[config.mk]
export PLATFORM = sky130hd
export DESIGN_NAME = sample_fifo
export DESIGN_NICKNAME = d
export VERILOG_FILES = /design/src/rtl/sample_fifo_pkg.sv /design/src/rtl/sample_fifo_mem.sv /design/src/rtl/sample_fifo.sv
export SDC_FILE = /design/constraint.sdc
export NUM_CORES = 1
export LEC_CHECK = 0
export CAP_MARGIN = 20
export CORE_MARGIN = 3
export CORE_UTILIZATION = 55
export DETAILED_ROUTE_END_ITERATION = 10
export GPL_ROUTABILITY_DRIVEN = 1
export PLACE_DENSITY = 0.74
export SETUP_SLACK_MARGIN = 0.2
export SYNTH_ARGS = -nofsm -noshare
export SYNTH_HDL_FRONTEND = slang
export SYNTH_SLANG_ARGS = --single-unit
[constraint.sdc]
create_clock -name clk -period 3.1 [get_ports clk]
set_input_delay 0.775 -clock clk [delete_from_list [all_inputs] [get_ports clk]]
set_output_delay 0.775 -clock clk [all_outputs]
set_load 0.01 [all_outputs]
[src/rtl/sample_fifo_pkg.sv]
// Shared sizing constants and helpers for the host-to-modulator sample FIFO.
// The host receiver and the modulator top level import the same constants.
package sample_fifo_pkg;

  localparam int SAMPLE_WIDTH      = 8;
  localparam int SAMPLE_FIFO_DEPTH = 64;
  localparam int SAMPLE_FIFO_AF    = 48;

  typedef enum logic [1:0] {
    OP_IDLE = 2'b00,
    OP_PUSH = 2'b01,
    OP_POP  = 2'b10,
    OP_BOTH = 2'b11
  } fifo_op_e;

  function automatic fifo_op_e classify_op(input logic do_wr, input logic do_rd);
    fifo_op_e op;
    case ({do_rd, do_wr})
      2'b01:   op = OP_PUSH;
      2'b10:   op = OP_POP;
      2'b11:   op = OP_BOTH;
      default: op = OP_IDLE;
    endcase
    return op;
  endfunction

endpackage

[src/rtl/sample_fifo_mem.sv]
// Dual-port storage for sample_fifo: one synchronous write port, one
// asynchronous read port so the head word is visible without a read cycle.
module fifo_mem_dp #(
  parameter int DATA_WIDTH = 8,
  parameter int DEPTH      = 64,
  localparam int ADDR_WIDTH = $clog2(DEPTH)
) (
  input  logic                  clk,
  input  logic                  we,
  input  logic [ADDR_WIDTH-1:0] waddr,
  input  logic [DATA_WIDTH-1:0] wdata,
  input  logic [ADDR_WIDTH-1:0] raddr,
  output logic [DATA_WIDTH-1:0] rdata
);

  // Contents are intentionally not reset so this maps onto distributed RAM.
  logic [DATA_WIDTH-1:0] mem [DEPTH];

  always_ff @(posedge clk) begin
    if (we) begin
      mem[waddr] <= wdata;
    end
  end

  assign rdata = mem[raddr];

endmodule

[src/rtl/sample_fifo.sv]
// Show-ahead byte FIFO between the host receiver and the PAM modulator,
// with occupancy, almost-full and sticky overflow/underflow reporting.
module sample_fifo
  import sample_fifo_pkg::*;
#(
  parameter int DATA_WIDTH   = SAMPLE_WIDTH,
  parameter int DEPTH        = SAMPLE_FIFO_DEPTH,
  parameter int AF_THRESHOLD = SAMPLE_FIFO_AF,
  localparam int LEVEL_WIDTH = $clog2(DEPTH + 1)
) (
  input  logic                   clk,
  input  logic                   rst,
  input  logic                   flush,
  input  logic [DATA_WIDTH-1:0]  wr_data,
  input  logic                   write,
  output logic                   full,
  output logic                   almost_full,
  output logic [DATA_WIDTH-1:0]  sample,
  input  logic                   read,
  output logic                   empty,
  output logic [LEVEL_WIDTH-1:0] level,
  output logic                   overflow,
  output logic                   underflow
);

  localparam int ADDR_WIDTH = $clog2(DEPTH);
  localparam logic [LEVEL_WIDTH-1:0] DEPTH_LVL = LEVEL_WIDTH'(DEPTH);
  localparam logic [LEVEL_WIDTH-1:0] AF_LVL    = LEVEL_WIDTH'(AF_THRESHOLD);
  localparam logic [LEVEL_WIDTH-1:0] ONE_LVL   = LEVEL_WIDTH'(1);
  localparam logic [ADDR_WIDTH-1:0]  ONE_PTR   = ADDR_WIDTH'(1);

  logic [ADDR_WIDTH-1:0]  wr_ptr;
  logic [ADDR_WIDTH-1:0]  rd_ptr;
  logic [ADDR_WIDTH-1:0]  wr_ptr_next;
  logic [ADDR_WIDTH-1:0]  rd_ptr_next;
  logic [LEVEL_WIDTH-1:0] level_next;
  logic                   overflow_next;
  logic                   underflow_next;
  logic                   do_rd;
  logic                   do_wr;
  logic                   mem_we;
  fifo_op_e               op;

  // A pop frees a slot in the same cycle, so a full FIFO still takes a write
  // when the modulator drains concurrently.
  assign do_rd  = read & ~empty;
  assign do_wr  = write & (~full | do_rd);
  assign op     = classify_op(do_wr, do_rd);
  assign mem_we = do_wr & ~flush;

  always_comb begin
    wr_ptr_next    = wr_ptr;
    rd_ptr_next    = rd_ptr;
    level_next     = level;
    overflow_next  = overflow | (write & ~do_wr);
    underflow_next = underflow | (read & empty);

    case (op)
      OP_PUSH: begin
        wr_ptr_next = wr_ptr + ONE_PTR;
        level_next  = level + ONE_LVL;
      end
      OP_POP: begin
        rd_ptr_next = rd_ptr + ONE_PTR;
        level_next  = level - ONE_LVL;
      end
      OP_BOTH: begin
        wr_ptr_next = wr_ptr + ONE_PTR;
        rd_ptr_next = rd_ptr + ONE_PTR;
      end
      default: begin
      end
    endcase

    if (flush) begin
      wr_ptr_next    = '0;
      rd_ptr_next    = '0;
      level_next     = '0;
      overflow_next  = 1'b0;
      underflow_next = 1'b0;
    end
  end

  // Flags are registered from the next occupancy so they line up with level.
  always_ff @(posedge clk or posedge rst) begin
    if (rst) begin
      wr_ptr      <= '0;
      rd_ptr      <= '0;
      level       <= '0;
      empty       <= 1'b1;
      full        <= 1'b0;
      almost_full <= 1'b0;
      overflow    <= 1'b0;
      underflow   <= 1'b0;
    end else begin
      wr_ptr      <= wr_ptr_next;
      rd_ptr      <= rd_ptr_next;
      level       <= level_next;
      empty       <= (level_next == '0);
      full        <= (level_next == DEPTH_LVL);
      almost_full <= (level_next >= AF_LVL);
      overflow    <= overflow_next;
      underflow   <= underflow_next;
    end
  end

  fifo_mem_dp #(
    .DATA_WIDTH (DATA_WIDTH),
    .DEPTH      (DEPTH)
  ) u_mem (
    .clk   (clk),
    .we    (mem_we),
    .waddr (wr_ptr),
    .wdata (wr_data),
    .raddr (rd_ptr),
    .rdata (sample)
  );

endmodule

Word-level counts from Yosys, hierarchy flattened
Memory sizes are Yosys's and may differ from the RTL's.
Index checks and enable logic that the tools add are counted.
{"block": "word_totals", "regBits": 24, "ramBits": 512, "input_bits": 13, "output_inout_bits": 20, "mem_count": 1}
{"block": "op_classes", "add_sub_neg": 4, "magnitude_cmp": 1, "n_eq_ne": 7, "mux": 11, "n_bitwise": 12, "reduce_logical": 5}
{"memory": "u_mem.mem", "words": 64, "width": 8, "read_ports": 1, "rd_ports_with_merged_regs": 0, "write_ports": 1, "line_no": "sample_fifo_mem.sv:17", "rtl": "logic [DATA_WIDTH-1:0] mem [DEPTH];"}
{"cell": "6-bit two-way mux", "n": 4}
{"cell": "7-bit one-hot mux with 2 select lines", "n": 1}
{"cell": "6-bit by 1-bit adder with 6-bit output (second input constant)", "n": 2}
{"cell": "2-bit equality test (second input constant)", "n": 4}
{"cell": "7-bit by 1-bit adder with 7-bit output (second input constant)", "n": 1}
{"cell": "7-bit equality test (second input constant)", "n": 1}
{"cell": "7-bit by 6-bit >= comparator with 1-bit output (second input constant)", "n": 1}
{"cell": "7-bit logical NOT", "n": 1}
{"cell": "7-bit two-way mux", "n": 1}
{"cell": "7-bit by 1-bit subtractor with 7-bit output (second input constant)", "n": 1}
{"cell": "2-bit one-hot mux with 3 select lines", "n": 1}
{"cell": "1-bit AND", "n": 5}
{"cell": "2-bit by 1-bit equality test with 1-bit output (second input constant)", "n": 2}
{"cell": "1-bit two-way mux", "n": 4}
{"cell": "1-bit inverter", "n": 4}
{"cell": "2-bit nonzero test", "n": 2}
{"cell": "2-bit OR reduction", "n": 2}
{"cell": "1-bit bitwise OR", "n": 3}

Logic depth before layout (Yosys ltp)
Gate-level depths: netlist of the first run.
{"block": "depth", "word_depth": 10, "mapped_depth": 13, "mapped_depth_nobuf": 12}

Cells and area by module
Synthesis of the first run repeated with hierarchy kept, for this count alone.
{"block": "hier_totals", "cells_unflattened": 1095, "area_unflattened_um2": 21494.4}
{"module": "fifo_mem_dp", "instances": 1, "cells_per_inst": 932, "area_per_inst_um2": 20006.7}
{"module": "sample_fifo", "instances": 1, "cells_per_inst": 163, "area_per_inst_um2": 1487.7}

Worst setup path before layout of the first run
OpenSTA, ideal clock, no wires.
{"block": "synth_path", "path_kind": "in2reg", "start": "input read", "end": "register empty", "arrival_ps": 3238, "required_time_ps": 3032, "path_slack_ps": -206, "cell_stages": 13, "path_buffers": 1, "cell_sequence": "nand2b_1 -> nand2_1 -> nand2_1 -> ha_1 -> clkbuf_1 -> xor2_1 -> ha_1 -> a21oi_1 -> mux2i_1 -> mux2_2 -> or3_1 -> nand4bb_1 -> nor2_1"}
{"block": "synth_via", "elab_chain_len": 9}
{"element": "from (decl)", "line_no": "sample_fifo.sv:19", "rtl": "input logic read,"}
{"element": "1-bit AND (*)", "line_no": "sample_fifo.sv:46", "rtl": "assign do_rd = read & ~empty;"}
{"element": "1-bit bitwise OR", "line_no": "sample_fifo.sv:47", "rtl": "assign do_wr = write & (~full | do_rd);"}
{"element": "1-bit AND", "line_no": "sample_fifo.sv:47"}
{"element": "2-bit equality test or 2-bit by 1-bit equality test with 1-bit output (tied branches)", "line_no": "sample_fifo_pkg.sv:18", "rtl": "case ({do_rd, do_wr})"}
{"element": "2-bit one-hot mux with 3 select lines (*)", "line_no": "sample_fifo_pkg.sv:18"}
{"element": "2-bit equality test or 2-bit by 1-bit equality test with 1-bit output (tied branches)", "line_no": "sample_fifo.sv:58", "rtl": "case (op)"}
{"element": "7-bit one-hot mux with 2 select lines (*)", "line_no": "sample_fifo.sv:58"}
{"element": "7-bit two-way mux (*)", "line_no": "sample_fifo.sv:75", "rtl": "if (flush) begin"}
{"element": "via level_next[2]", "line_no": "sample_fifo.sv:36", "rtl": "logic [LEVEL_WIDTH-1:0] level_next;"}
{"element": "7-bit logical NOT (*)", "line_no": "sample_fifo.sv:99", "rtl": "empty <= (level_next == '0);"}
{"element": "to (signal assigned)", "line_no": "sample_fifo.sv:99"}
{"element": "to (decl)", "line_no": "sample_fifo.sv:20", "rtl": "output logic empty,"}
Mark *: on every way through the listed nets, which the timed path passes. The rest lies on a longest branch.
A chain may end at the register's enable or synchronous reset.

Final worst setup path of the first run
{"block": "layout_path", "start": "register rd_ptr[0]", "end": "output sample[2]"}
{"block": "layout_via", "elab_chain_len": 1}
{"element": "from (decl)", "line_no": "sample_fifo.sv:33", "rtl": "logic [ADDR_WIDTH-1:0] rd_ptr;"}
{"element": "from (signal assigned)", "line_no": "sample_fifo.sv:97", "rtl": "rd_ptr <= rd_ptr_next;"}
{"element": "memory 64 x 8 bit"}
{"element": "to (decl)", "line_no": "sample_fifo.sv:18", "rtl": "output logic [DATA_WIDTH-1:0] sample,"}
No other way between the ends.

==> metrics.md, run 1 <==
| Metric | Value |
|---|---|
| P&R area growth vs syn | 22.0% |
| EDFF count, synth | 512 |
| Clock tree buffer depth | 3 |
| Global Route Usage Sum | 0.253 |
| Seq. cell area | 16,000 um2 |
| Mean post-synth cell area | 19.3 um2 |
| Via count | 11,800 |
| Number of global-route vias before repair | 11,900 |
| Seq/Total Area, Yosys | 0.749 |
| Total congestion overflow | 0 |
| Fmax | 271 MHz |
| Met3 GRT Util | 0.0524 |
| Warnings, synthesis | 0 |
| Commonest non-fill, non-tap cell in the layout | edfxtp_1 |
| Clk slew on worst S/H paths | 0.07 ns |
| Final period util | 1.19 |
| Pin count of the biggest net entering global routing | 65 |
| Fin. max-slew vios | 0 |
| DP HPWL | 32.3 mm |
| Status | finished, violations left |
| Hold crit path type | flop to flop |
| Number of fill cells | 2,332 |
| Shortest period the worst path allows | 3.70 ns |
| Die Wd | 203 um |
| Placement Setup Slack | -0.475 ns |
| Worst path max stage delay | 0.51 ns |
| First-pass GRT wire length | 76.5 mm |
| Busiest layer in global routing | met2 |
| CTS tree | built |
| Commonest cells after routing, fill and taps aside | edfxtp_1 (512), buf_4 (191), mux4_2 (111) |
| Cell chain of the critical path | buf_12 > buf_12 > mux4_2 > mux2_4 > o211ai_1 > buf_4 > o221ai_2 > buf_2 |
| Slew headroom | 0.419 |
| Post-synth top flop | edfxtp_1 |
| Worst-Margin Slew | 0.872 ns |
| Global Route met1 Usage | 0.351 |
| Die Ht | 203 um |
| GP Congestion | 0.885 |
| Crit path max fanout | 6 |
| Core Util, Final | 0.686 |
| Routed Antenna Nets | 0 |
| Clock root buffer master | clkbuf_16 |
| Multi-input gate area | 5320 um2 |
| Final setup violation count | 8 |
| NumNets Final | 1,371 |
| Crit start category | flop |
| Maximum VDD drop | 0.434 mV |
| Critical path type | flop to primary output |
| Core area | 37,900 um2 |
| Layout cell share with drive strength beyond 1 | 0.358 |
| I/O pins | 33 |
| RSZ-0062 raised after global routing | yes |
| Vias per cell | 6.19 |
| Post-route setup slack | -0.595 ns |
| DP Area | 23,700 um2 |
| TritonRoute pass-1 iters | 5 |
| Drt total wl | 50.8 mm |
| Max-capacitance violation count | 0 |
| Antenna violations before repair | 1 |
| Final hold violation count | 0 |
| Cell area after layout | 26,000 um2 |
| Number of remaining DRC errors | 0 |
| Later-pin clock latency in the skew report | 0.60 ns |
| Num rows | 71 |
| CTS buffer count | 51 |
| Register bit total from synthesis | 536 |
| Cts hold-fix bufs | 0 |
| Leak pwr | 8.63 nW |
| IO Port Bufs | 32 |
| GR met2 Demand/Resource | 0.401 |
| Failing checks | negative setup slack |
| Synth Cell Area | 21,300 um2 |
| Clk_skew | 0.0163 ns |
| Post-synthesis cell type count | 54 |
| Clock sink count | 536 |
| Most frequent CP cell | buf_12 |
| Pwr Density | 681 nW/um2 |
| Routed WL per cell | 26.7 um |
| Asr flop ratio synth | 0.0448 |
| CP endpoint kind | primary output |
| H-tree depth | 2 |
| Effective utilization at floorplan | 0.562 |
| Slowest cell on the critical path | dfrtp_4 |
| Worst EP required | 2.32 ns |
| Critical path data arrival time | 2.92 ns |
| Syn nets | 1,123 |
| Drt initial violations | 1,339 |
| DIE AREA | 41,200 um2 |
| Syn Inst Count | 1,103 |
-- state kept, by name, summed over array words and instances, names as in the netlist --
register     cells
rd_ptr           6
level            7
wr_ptr           6
empty            1
almost_full      1
full             1
u_mem.mem      512
overflow         1
underflow        1
-- per-layer routing --
metal,share of wire,wire length [um],vias to the layer above
met5,0.00026,13,-
met4,0.037,1870,2
met3,0.080,4060,112
met2,0.48,24600,562
met1,0.40,20200,6122
li1,-,-,4995
-- critical path: cells and delay by family (launching register included) --
kind                   cells  cell delay, ns
multiplexers               2            0.78
buffers and inverters      4            0.62
flip-flops                 1            0.51
AO/OA/AOI/OAI              2            0.41
-- path summary, 6_finish.rpt --
check	start	slack (ns)	to	cells after the start
max	rd_ptr[0]$_DFFE_PP0P_	-0.60	sample[2]	8
max in group asynchronous	rst	2.26	empty$_DFF_PP1_	3
min reg2reg	underflow$_DFF_PP0_	0.52	underflow$_DFF_PP0_	2
max reg2reg	empty$_DFF_PP1_	0.39	empty$_DFF_PP1_	11
min	underflow$_DFF_PP0_	0.52	underflow$_DFF_PP0_	2
min in group asynchronous	rst	0.53	rd_ptr[5]$_DFFE_PP0P_	3
-- kinds of logic after synthesis --
| family | count (synthesis) | synth area share |
|---|---|---|
| flip-flops | 536 | 0.749 |
| AND/OR/NAND/NOR | 186 | 0.0397 |
| multiplexers | 175 | 0.148 |
| AO/OA/AOI/OAI | 115 | 0.0375 |
| buffers and inverters | 74 | 0.0177 |
| XOR/XNOR | 10 | 0.00411 |
| adder cells (fa/ha/maj) | 7 | 0.00411 |
-- stage by stage --
stage	TNS, ns	hold slack, ns	power, W	instances
3_5_place_dp	-11.30	0.508	0.0111	1780
4_1_cts	-4.09	0.519	0.0177	1895
5_1_grt	-4.72	0.542	0.0183	1903
6_report	-4.24	0.515	0.0177	1904
2_1_floorplan	0	0.526	0.00995	1103
3_3_place_gp	-7.19	0.481	0.0110	1780
-- layout make-up --
cell class | count | area share
tap | 511 | 0.0246
sequential | 536 | 0.614
clock buffer | 58 | 0.0509
timing repair buffer | 259 | 0.0897
inverter | 10 | 0.00144
antenna | 1 | 0.0000961
multi-input combinational | 493 | 0.204
clock inverter | 36 | 0.0149
-- Yosys cell counts, types with 11 or more instances --
library cell / n / area, um2
o22ai_1: 15 / 93.8
dfrtp_1: 23 / 576
buf_2: 11 / 55.1
clkbuf_1: 30 / 113
edfxtp_1: 512 / 15400
mux4_2: 111 / 2500
o21ai_0: 17 / 85.1
a211oi_1: 11 / 82.6
a22oi_1: 12 / 90.1
buf_4: 11 / 82.6
a21oi_1: 17 / 85.1
mux2i_1: 54 / 541
nand2_1: 36 / 135
nor2_1: 97 / 364
-- where the power goes --
part | switching, W | total (W) | internal [W]
clock network | 0.00263 | 0.00636 | 0.00373
logic | 0.00148 | 0.00323 | 0.00175
registers | 0.000130 | 0.00815 | 0.00802
total | 0.00423 | 0.0177 | 0.0135
-- timing repair --
item,in CTS,in global routing
gates resized for setup,113,10
pin swaps,21,9
gates cloned,1,0
setup buffers,20,8
endpoints found under the setup margin,9,8
Note: power is estimated with default switching activity, not from simulation.
==> run 2: changes to the inputs <==
--- a/config.mk
+++ b/config.mk
@@ -6,11 +6,13 @@
 export NUM_CORES = 1
 export LEC_CHECK = 0
 export CAP_MARGIN = 20
+export CELL_PAD_IN_SITES_DETAIL_PLACEMENT = 1
+export CELL_PAD_IN_SITES_GLOBAL_PLACEMENT = 2
 export CORE_MARGIN = 3
-export CORE_UTILIZATION = 55
+export CORE_UTILIZATION = 44
 export DETAILED_ROUTE_END_ITERATION = 10
 export GPL_ROUTABILITY_DRIVEN = 1
-export PLACE_DENSITY = 0.74
+export PLACE_DENSITY_LB_ADDON = 0.1
 export SETUP_SLACK_MARGIN = 0.2
 export SYNTH_ARGS = -nofsm -noshare
 export SYNTH_HDL_FRONTEND = slang
==> run 2 against run 1 <==
  * Cell count grew 7.2%
  * The flow still finishes with violations (negative setup slack)
  * Critical endpoint unchanged
  * Routed wire length up 13%
  * Fmax fell by 2.9%
  * Global-route usage fell by 2.2 points
  * Non-clock buffer count is 26 higher
  * Critical path depth grew 2
  * Combinational power up 6%
==> metrics.md, run 2 (synthesis gave the netlist of run 1 again) <==
| Metric | Value |
|---|---|
| Status | finished, violations left |
| Failing checks | negative setup slack |
| Crit path max fanout | 8 |
| Total congestion overflow | 0 |
| Slowest cell on the critical path | dfrtp_4 |
| Crit start category | flop |
| CTS buffer count | 55 |
| Max FFs per register | 512 |
| CTS tree | built |
| H-tree depth | 2 |
| Final setup violation count | 8 |
| Via count | 11,600 |
| Final hold violation count | 0 |
| Worst path max stage delay | 0.51 ns |
| CP endpoint kind | primary output |
| Number of global-route vias before repair | 12,500 |
| TritonRoute pass-1 iters | 7 |
| Vias per cell | 5.69 |
| Slew headroom | 0.429 |
| Worst-Margin Slew | 0.856 ns |
| Hold crit path type | flop to flop |
| Maximum VDD drop | 0.450 mV |
| Top Registers | u_mem.mem x512, level x7 |
| Fmax | 263 MHz |
| GP Congestion | 0.807 |
| CP bufs+invs | 5 |
| P&R area growth vs syn | 23.4% |
| Commonest cells after routing, fill and taps aside | edfxtp_1 (512), buf_4 (217), mux4_2 (111) |
| Setup tns final | -4.95 ns |
| Cell area after layout | 26,300 um2 |
| Antenna violations before repair | 0 |
| Clock root buffer master | clkbuf_16 |
| Commonest non-fill, non-tap cell in the layout | edfxtp_1 |
| Final hold slack | 0.508 ns |
| Layout cell share with drive strength beyond 1 | 0.369 |
| Later-pin clock latency in the skew report | 0.60 ns |
| Cell chain of the critical path | buf_12 > buf_8 > buf_12 > buf_8 > mux4_2 > mux2i_4 > a31oi_1 > o211ai_1 > o221ai_1 > buf_2 |
| Pin count of the biggest net entering global routing | 65 |
| DP Area | 24,000 um2 |
| Leak pwr | 8.76 nW |
| Worst EP required | 2.32 ns |
| Pwr Density | 675 nW/um2 |
| DIE AREA | 51,200 um2 |
| Drt total wl | 57.5 mm |
| First-pass GRT wire length | 85.4 mm |
| Routed WL per cell | 28.1 um |
| DP HPWL | 37.7 mm |
| Die Wd | 226 um |
| Critical path type | flop to primary output |
| Routed Antenna Nets | 0 |
| Critical path data arrival time | 3.03 ns |
| Clock sink count | 536 |
| Core area | 47,800 um2 |
| Max-capacitance violation count | 0 |
| CP delay by family, top | buffers and inverters |
| IO Port Bufs | 32 |
| Global Route Usage Sum | 0.231 |
| Largest register by flop count | u_mem.mem |
| Shortest period the worst path allows | 3.81 ns |
| Effective utilization at floorplan | 0.446 |
| RSZ-0062 raised after global routing | yes |
| Cts hold-fix bufs | 0 |
| Fin. max-slew vios | 0 |
| Clk slew on worst S/H paths | 0.06 ns |
| Num rows | 80 |
| Drt initial violations | 1,071 |
| I/O pins | 33 |
| Die Ht | 226 um |
| Clock tree buffer depth | 3 |
| Post-route setup slack | -0.706 ns |
| Number of remaining DRC errors | 0 |
| NumNets Final | 1,401 |
| Clk_skew | 0.0138 ns |
| Final period util | 1.23 |
[run 2: tightest hold or removal path, delay by kind of cell (launching register included)]
family,cells,cell delay [ns]
AOI/OAI and AO/OA,1,0.05
DFF,1,0.34
and+or+nand+nor,1,0.08
[run 2: final timing paths]
kind	depth (start not counted)	from	endpoint	slack (ns)
max in group asynchronous	3	rst	empty$_DFF_PP1_	1.79
worst max register to register	12	empty$_DFF_PP1_	empty$_DFF_PP1_	0.32
worst max-delay path	10	rd_ptr[0]$_DFFE_PP0P_	sample[2]	-0.71
min in group asynchronous	2	rst	underflow$_DFF_PP0_	0.63
worst min-delay path	2	underflow$_DFF_PP0_	underflow$_DFF_PP0_	0.51
worst min register to register	2	underflow$_DFF_PP0_	underflow$_DFF_PP0_	0.51
[run 2: final cells by class]
| class | count | area, um2 |
|---|---|---|
| tap | 615 | 769 |
| inverter | 10 | 37.5 |
| multi-input combinational | 493 | 5340 |
| clock buffer | 67 | 1440 |
| antenna | 1 | 2.50 |
| timing repair buffer | 285 | 2510 |
| sequential | 536 | 16000 |
| fill | 4319 | 21500 |
| clock inverter | 35 | 229 |
[run 2: where the power goes]
group          total (W)  internal, W  switching, W
clock            0.00621      0.00347       0.00274
combinational    0.00341      0.00182       0.00159
sequential       0.00815      0.00803      0.000124
[run 2: through the flow]
step / utilization / setup WS, ns / power [W] / std cells
after detailed placement: 0.501 / -0.712 / 0.0113 / 1910
after floorplan: - / 0.149 / 0.00995 / 1103
after global routing: 0.550 / -0.774 / 0.0185 / 2041
final: 0.550 / -0.706 / 0.0178 / 2042
after global placement: 0.501 / -0.700 / 0.0112 / 1910
after CTS: 0.546 / -0.709 / 0.0178 / 2034
[run 2: routing by layer]
layer,GRT usage,share of wire,up-vias
li1,-,-,5056
met1,0.325,0.44,6187
met2,0.376,0.48,293
met3,0.0426,0.052,74
met4,0.0587,0.021,0
met5,0,0,-
[run 2: repair_timing]
| item | in CTS | in global routing |
|---|---|---|
| setup endpoints to repair | 12 | 11 |
| pin swaps | 19 | 11 |
| cloned | 2 | 0 |
| gates resized for setup | 109 | 30 |
| buffers inserted | 20 | 7 |
==> run 3: changes to the inputs <==
--- a/config.mk
+++ b/config.mk
@@ -6,10 +6,11 @@
 export NUM_CORES = 1
 export LEC_CHECK = 0
 export CAP_MARGIN = 20
-export CELL_PAD_IN_SITES_DETAIL_PLACEMENT = 1
-export CELL_PAD_IN_SITES_GLOBAL_PLACEMENT = 2
+export CELL_PAD_IN_SITES_DETAIL_PLACEMENT = 0
+export CELL_PAD_IN_SITES_GLOBAL_PLACEMENT = 1
 export CORE_MARGIN = 3
-export CORE_UTILIZATION = 44
+export CORE_UTILIZATION = 51
+export CTS_BUF_LIST = sky130_fd_sc_hd__clkbuf_8
 export DETAILED_ROUTE_END_ITERATION = 10
 export GPL_ROUTABILITY_DRIVEN = 1
 export PLACE_DENSITY_LB_ADDON = 0.1
==> run 3 against run 2 <==
  * The run still ends with negative setup slack left
  * Setup slack improved by 0.0084 ns
  * Fmax increased by 0.22%
  * Register-to-register slack better by 0.09 ns
  * Routed wire length down 7.9%
  * Combinational power is 4% lower
  * Utilization rose by 8.8 points
  * Total power shrank 4.9%
  * Die area shrank 13%
  * Count of clock-buffer cells in the layout increased by 27
  * First-iteration DRC count is 4.3% higher
  * Critical path depth is 2 lower
  * Critical path type unchanged
  * Critical endpoint unchanged
  * Largest cell class unchanged
  * Largest power group unchanged
==> metrics.md, run 3 (synthesis gave the netlist of run 1 again) <==
| Metric | Value |
|---|---|
| Number of global-route vias before repair | 12,200 |
| DP Area | 24,100 um2 |
| IO Port Bufs | 32 |
| P&R area growth vs syn | 23.0% |
| Total congestion overflow | 0 |
| Clock sink count | 536 |
| Status | finished, violations left |
| Seq pwr share | 0.483 |
| Core area | 41,100 um2 |
| Seq. cell area | 16,000 um2 |
| Cell area after layout | 26,200 um2 |
| Routed WL per cell | 26.2 um |
| Fin. max-slew vios | 0 |
| Effective utilization at floorplan | 0.519 |
| Commonest cells after routing, fill and taps aside | edfxtp_1 (512), buf_4 (218), mux4_2 (111) |
| I/O pins | 33 |
| Crit start category | flop |
| Clk_skew | 0.0241 ns |
| GP Congestion | 0.842 |
| Maximum VDD drop | 0.359 mV |
| Final period util | 1.22 |
| Clk slew on worst S/H paths | 0.06 ns |
| Switching Share | 0.254 |
| Failing checks | negative setup slack |
| Antenna violations before repair | 0 |
| Logic gate share of total power | 0.194 |
| DIE AREA | 44,300 um2 |
| Die Ht | 211 um |
| Slew headroom | 0.474 |
| Later-pin clock latency in the skew report | 0.64 ns |
| Fmax | 263 MHz |
| Pwr Density | 644 nW/um2 |
| Drt initial violations | 1,117 |
| Largest register by flop count | u_mem.mem |
| Vias per cell | 5.85 |
| Clock tree buffer depth | 3 |
| Final setup violation count | 8 |
| Crit path max fanout | 5 |
| Number of remaining DRC errors | 0 |
| Max-capacitance violation count | 0 |
| Via count | 11,800 |
| Num rows | 74 |
| Setup crit start | rd_ptr[0]$_DFFE_PP0P_ |
| DP HPWL | 34.8 mm |
| Layout cell share with drive strength beyond 1 | 0.376 |
| Commonest non-fill, non-tap cell in the layout | edfxtp_1 |
| Cts hold-fix bufs | 0 |
| Critical path data arrival time | 3.02 ns |
| CTS tree | built |
| Post-route setup slack | -0.697 ns |
| Number of fill cells | 2,960 |
| Routed Antenna Nets | 0 |
| Hold crit path type | input pin to async pin |
| Global Route Usage Sum | 0.244 |
| Net Switching | 0.00429 W |
| RSZ-0062 raised after global routing | yes |
| CTS buffer count | 87 |
| NumNets Final | 1,442 |
| Power Internal | 0.0126 W |
| Core Util, Final | 0.638 |
| Top Registers | u_mem.mem x512, level x7 |
| Die Wd | 211 um |
| N_diodes | 0 |
| First-pass GRT wire length | 78.9 mm |
| Reg2reg start | empty$_DFF_PP1_ |
| Placement Setup Slack | -0.737 ns |
| Clock Power Share | 0.323 |
| Setup tns final | -4.97 ns |
| Pin count of the biggest net entering global routing | 44 |
| Clock root buffer master | clkbuf_8 |
| Leak pwr | 8.90 nW |
| Multi-input gate area | 5340 um2 |
| Shortest period the worst path allows | 3.80 ns |
| Worst-Margin Slew | 0.789 ns |
| Drt total wl | 52.9 mm |
| H-tree depth | 3 |
| Critical path type | flop to primary output |
| Max FFs per register | 512 |
| Final hold violation count | 0 |
| Worst EP required | 2.32 ns |
| CP endpoint kind | primary output |
| TritonRoute pass-1 iters | 5 |
-- run 3: cell type report --
cell class / instances / share of cell area
Sequential cell: 536 / 0.609
Multi-Input combinational cell: 493 / 0.203
Timing Repair Buffer: 294 / 0.102
Clock buffer: 94 / 0.0493
Tap cell: 532 / 0.0254
Clock inverter: 61 / 0.00935
Inverter: 10 / 0.00143
-- run 3: path summary, 6_finish.rpt --
| kind | end | slack, ns | depth (start not counted) |
|---|---|---|---|
| min in group clk | underflow$_DFF_PP0_ | 0.50 | 2 |
| max in group asynchronous | level[0]$_DFF_PP0_ | 2.04 | 3 |
| max | sample[2] | -0.70 | 8 |
| max reg2reg | empty$_DFF_PP1_ | 0.41 | 11 |
| min reg2reg | underflow$_DFF_PP0_ | 0.50 | 2 |
| min | rd_ptr[0]$_DFFE_PP0P_ | 0.50 | 2 |
-- run 3: what timing repair did --
| item | 4_1_cts | 5_1_grt |
|---|---|---|
| gates resized for setup | 100 | 27 |
| setup endpoints to repair | 8 | 12 |
| buffers inserted | 20 | 4 |
| pin swaps | 22 | 9 |
| gates cloned | 0 | 0 |
-- run 3: routing by layer --
layer / routed length (um) / share of wire / vias to the layer above / GRT usage
li1: - / - / 5158 / -
met1: 23100 / 0.44 / 6196 / 0.354
met2: 25300 / 0.48 / 392 / 0.381
met3: 3160 / 0.060 / 74 / 0.0439
met4: 1390 / 0.026 / 0 / 0.0866
met5: 0 / 0 / - / 0
-- run 3: stage by stage --
stage / power (W) / cells / hold WS, ns
after CTS: 0.0169 / 2016 / 0.479
after detailed placement: 0.0112 / 1841 / 0.490
final: 0.0169 / 2020 / 0.496
after global routing: 0.0176 / 2020 / 0.524
after floorplan: 0.00995 / 1103 / 0.526
after global placement: 0.0112 / 1841 / 0.482
-- run 3: critical path: stages (launching register included) --
cell      delay (ns)
dfrtp_4         0.51
buf_6           0.15
buf_6           0.13
mux4_2          0.54
mux2_4          0.31
o211ai_1        0.32
buf_4           0.19
o221ai_2        0.08
buf_2           0.15
-- run 3: power groups by stage --
stage                     Clock, W  Sequential [W]  Combinational [W]
after floorplan                  0         0.00826            0.00169
after global placement           0         0.00832            0.00286
after global routing       0.00594         0.00817            0.00349
after CTS                  0.00558         0.00816            0.00319
after detailed placement         0         0.00832            0.00287
final                      0.00545         0.00816            0.00328
